File: config.mk
export PLATFORM = sky130hd
export DESIGN_NAME = if_stage
export DESIGN_NICKNAME = d
export VERILOG_FILES = /design/src/rtl/if_stage.sv
export SDC_FILE = /design/constraint.sdc
export NUM_CORES = 1
export LEC_CHECK = 0
export CAP_MARGIN = 5
export CORE_MARGIN = 1.5
export CORE_UTILIZATION = 39
export DETAILED_ROUTE_END_ITERATION = 6
export HOLD_SLACK_MARGIN = 0.1
export PLACE_DENSITY = 0.81
export SYNTH_ARGS = -nofsm -noshare
export SYNTH_HDL_FRONTEND = slang
export SYNTH_SLANG_ARGS = --single-unit
File: constraint.sdc
create_clock -name clk -period 1.75 [get_ports clk]
set_input_delay 0.175 -clock clk [delete_from_list [all_inputs] [get_ports clk]]
set_output_delay 0.175 -clock clk [all_outputs]
set_load 0.02 [all_outputs]
File: src/rtl/if_stage.sv
// Instruction-fetch stage: drives the fetch PC and chip enable to the
// combinational instruction ROM, captures the returned word into the IF/ID
// latch, and counts instructions accepted into decode.
//
// There is no valid/ready handshake here. The ROM answers in the same cycle,
// and back-pressure arrives through the stall vector:
//   stall[0] freezes the PC, stall[1] freezes IF, stall[2] freezes ID.
// IF stalled with ID running sends a bubble into decode. IF and ID both
// stalled holds the latch contents.
module if_stage #(
    parameter int                 ADDR_W   = 32,
    parameter int                 INST_W   = 32,
    parameter logic [ADDR_W-1:0]  RESET_PC = '0
) (
    input  logic              clk,
    input  logic              rst,
    input  logic [5:0]        stall,
    input  logic              flush,
    input  logic [ADDR_W-1:0] new_pc,
    input  logic              branch_flag_i,
    input  logic [ADDR_W-1:0] branch_target_address_i,
    input  logic [INST_W-1:0] inst_i,
    output logic [ADDR_W-1:0] pc_o,
    output logic              ce_o,
    output logic [ADDR_W-1:0] id_pc,
    output logic [INST_W-1:0] id_inst,
    output logic [31:0]       fetch_cnt_o
);

    // Redirect targets are word aligned by dropping the two low bits.
    logic [ADDR_W-1:0] flush_target;
    logic [ADDR_W-1:0] branch_target;
    // An instruction is accepted into decode when IF is not stalled,
    // no flush is pending, and fetching is enabled.
    logic              accept;
    // Stall bits [5:3] belong to later stages and are not used here.
    logic              unused_stall;

    assign flush_target  = {new_pc[ADDR_W-1:2], 2'b00};
    assign branch_target = {branch_target_address_i[ADDR_W-1:2], 2'b00};
    assign accept        = !flush && !stall[1] && ce_o;
    assign unused_stall  = ^stall[5:3];

    // Chip enable: off in reset, on from the first edge after reset release.
    always_ff @(posedge clk) begin
        if (rst) begin
            ce_o <= 1'b0;
        end else begin
            ce_o <= 1'b1;
        end
    end

    // Fetch PC: priority is flush, then stall, then branch, then sequential.
    always_ff @(posedge clk) begin
        if (rst) begin
            pc_o <= RESET_PC;
        end else if (!ce_o) begin
            pc_o <= RESET_PC;
        end else if (flush) begin
            pc_o <= flush_target;
        end else if (stall[0]) begin
            pc_o <= pc_o;
        end else if (branch_flag_i) begin
            pc_o <= branch_target;
        end else begin
            pc_o <= pc_o + ADDR_W'(4);
        end
    end

    // IF/ID latch: flush or an IF-only stall inserts a bubble, a running IF
    // captures the fetch, and IF plus ID stalled holds the current contents.
    always_ff @(posedge clk) begin
        if (rst) begin
            id_pc   <= '0;
            id_inst <= '0;
        end else if (flush) begin
            id_pc   <= '0;
            id_inst <= '0;
        end else if (stall[1] && !stall[2]) begin
            id_pc   <= '0;
            id_inst <= '0;
        end else if (!stall[1]) begin
            id_pc   <= pc_o;
            id_inst <= ce_o ? inst_i : '0;
        end else begin
            id_pc   <= id_pc;
            id_inst <= id_inst;
        end
    end

    // Fetch counter: counts every instruction accepted into the IF/ID latch.
    // It wraps naturally at 2^32.
    always_ff @(posedge clk) begin
        if (rst) begin
            fetch_cnt_o <= '0;
        end else if (accept) begin
            fetch_cnt_o <= fetch_cnt_o + 32'd1;
        end
    end

endmodule

==> impl_results.md <==
- Per-cell routed wire length: 17.1 um
- WS Path Type: reg2reg
- Synth warn: 0
- Cell area after synthesis: 5770 um^2
- DIE HEIGHT: about 120 um
- Die ar.: roughly 16000 um^2
- Initial DRC count: 569
- Status: finished clean
- Slew of the pin with the lowest slew margin: 884 ps
- CP endpoint kind: flip-flop
- WP data required: 2050 ps
- Crit-path max FO: 12
- Post-Synth Adder-Cell Area: 0.00433
- Initial Utilization: 0.399
- # hold bufs at CTS: 0
- FMAX: just under 600 MHz
- CP cell instances: nand4_1 > or3_4 > nor4_4 > xnor2_1 > nor2_1
- CTS sink cnt: between 100 and 150
- Syn_nets: 778
- Async SR Flop Fraction: 0
- CTS buffer count: 17
- Core area: 14500 um^2
- Overflow after GRT: 0
- Multiplexer area fraction after synthesis: 0.0767
- Number of flops mapped to enable cells by yosys: 0
- Worst path slowest cell: or3_4
- Vias/cell: ~5.4
- Post-synthesis average cell area: 8.62 um^2
- Worst-skew pair later-pin latency: 430 ps
- Global router's overall resource usage: 0.246
- Largest net degree at the start of global routing: between 50 and 60
- CTS root buf: clkbuf_16
- Synth top area share: 0.447
- Non-filler instance count after layout: 1151
- Post-route DRC: 0
- Placed cell count: approximately 1.1k
- Unrepaired setup endpoints after global routing: yes
- H-Tree Depth: 4
- Skew final: 12.8 ps
- Worst-path clk slew: 60 ps
- Setup Total Neg Slack: 0 ps
- Number of global-route vias before repair: 6052
- Pleak: approximately 3.7 nW
- Die X: 125 um
- # rows: 44
- Total I/O pin count: 235
- Top_reg_cell synth: dfxtp_1
- Detailed placement HPWL: around 14 mm
- Fin nets: around 1.1k
- First-pass GRT wire length: a little over 30 mm
- CTS tree: done
- Initial antenna violation count: 0
- Post-synthesis compound-gate area fraction: 0.154
- Endpoints failing setup: 0
- Via count: approximately 6.2k
- IO Port Bufs: 227
- Min Tclk post-route: approximately 1700 ps
- P&R area growth vs syn: 63.9%
- RePlAce Congestion: roughly 0.88
- DRT antenna net count: 0
- Sequential cell area: 2610 um^2
- VDD IR max: 0.000586 V
- Xor and xnor area share after synthesis: 0.0683
- Post-synthesis instance total: between 600 and 700
- Critical Path AT: 2010 ps
- Number of synthesized register bits: 129
- Pwr/cell area: around 770 nW/um^2
- Hold Crit Class: in2reg
- Post-Synth Simple-Gate Area: 0.213
- Clk buf depth: 2
- Post-synth top cells: dfxtp_1, nor2_1, nand2_1, mux2i_1, a22oi_1
- Total power: 7.25 mW
- Top-count cell post-synth: dfxtp_1
- Ranking of synthesized cells by area: dfxtp_1, nor2_1, mux2i_1
- Slew HR: 0.406
- Startpoint Class: flip-flop
- Period utilization: 0.981
- Distinct cells, synth: 46
- Delay of the slowest critical-path stage: ~500 ps
- N_diodes: 0
- Layout cells sized above 1: 0.157
- Largest family of logic cells by synthesized area: simple AND/OR/NAND/NOR gates
- Total routed wirelength: 19.7 mm
- Synth area leader: dfxtp_1
- Final Core Density: 0.654
- Max-cap violation count: 0
- Setup ws final: 32.5 ps
- Place WS: -294 ps
- Final Hold Viols: 0
- Max Slew Vio Count: 0
- TritonRoute pass-1 iters: 5
- Fillcell total: 1154
- Seq/Total Area, Yosys: 0.447
- Multi-input logic area: roughly 3100 um^2
-- where the power goes --
group	internal (mW)	total, mW	switching [mW]	leakage [nW]
combinational	0.476	0.895	0.419	2.35
clock	2.01	3.33	1.32	0.266
sequential	2.99	3.03	0.0430	1.05
total	5.48	7.25	1.78	3.67
-- critical path, delay by kind of cell, from the launching register on --
family / cells / cell delay [ps]
xor gates and xnor gates: 1 / 170
DFF: 1 / 360
and+or+nand+nor: 4 / 1060
-- cell usage in the layout (no fill, tap or decap), types with 3 or more instances in the layout --
cell type,count
a21oi_1,18
a221o_1,6
a22oi_1,40
and3_1,14
and4_1,7
buf_12,4
buf_4,78
clkbuf_1,3
clkbuf_16,17
clkdlybuf4s50_1,215
clkinv_2,5
clkinvlp_4,3
dfxtp_1,116
dfxtp_2,9
dfxtp_4,4
dlygate4sd2_1,5
dlymetal6s2s_1,6
inv_1,7
mux2i_1,42
nand2_1,48
nand3_1,22
nand4_1,18
nor2_1,112
nor3_1,16
nor4_2,3
o211ai_1,3
o21ai_0,35
o221ai_1,6
o22ai_1,12
or3_4,3
xnor2_1,28
xor2_1,17
-- layer usage --
layer	GRT usage	vias up	part of all wire
met5	0	-	0
met4	0.107	0	0.030
met3	0.0722	49	0.082
met2	0.412	307	0.48
met1	0.293	2882	0.41
li1	-	2964	-
-- flip-flops by register name, indices dropped and copies added (netlist names) --
signal,count
ce_o,1
fetch_cnt_o,32
id_inst,32
id_pc,32
pc_o,32
-- path summary, 6_finish.rpt --
path	from	end	slack (ps)	cells after the start
max reg2reg	fetch_cnt_o[13]	fetch_cnt_o[30]	30	5
max	fetch_cnt_o[13]	fetch_cnt_o[30]	30	5
min	stall[1]	id_inst[3]	250	4
min reg2reg	id_pc[3]	id_pc[3]	490	2
-- area by class of cell --
class	instances	share of cell area
Clock buffer	22	0.0490
Clock inverter	10	0.00912
Inverter	8	0.00317
Multi-Input combinational cell	488	0.327
Sequential cell	129	0.276
Tap cell	184	0.0243
Timing Repair Buffer	310	0.312
-- timing repair --
action | 4_1_cts | 5_1_grt
gates resized for setup | 7 | 34
pin swaps | 0 | 4
buffers inserted | 0 | 1
cloned | 0 | 1
setup endpoints to repair | 7 | 24
-- stage by stage --
stage               hold WS (ps)  area [um^2]
floorplan                    306         5790
global placement             474         8770
detailed placement           484         8770
CTS                          239         9320
global route                 264         9470
finish                       252         9470
-- cell families after synthesis --
group,Yosys count
compound gates,134
flops,129
buf+inv,53
mux,44
simple gates,263
fa+ha+maj,2
xor+xnor,45
No activity file was read; power rests on OpenSTA's default activity.
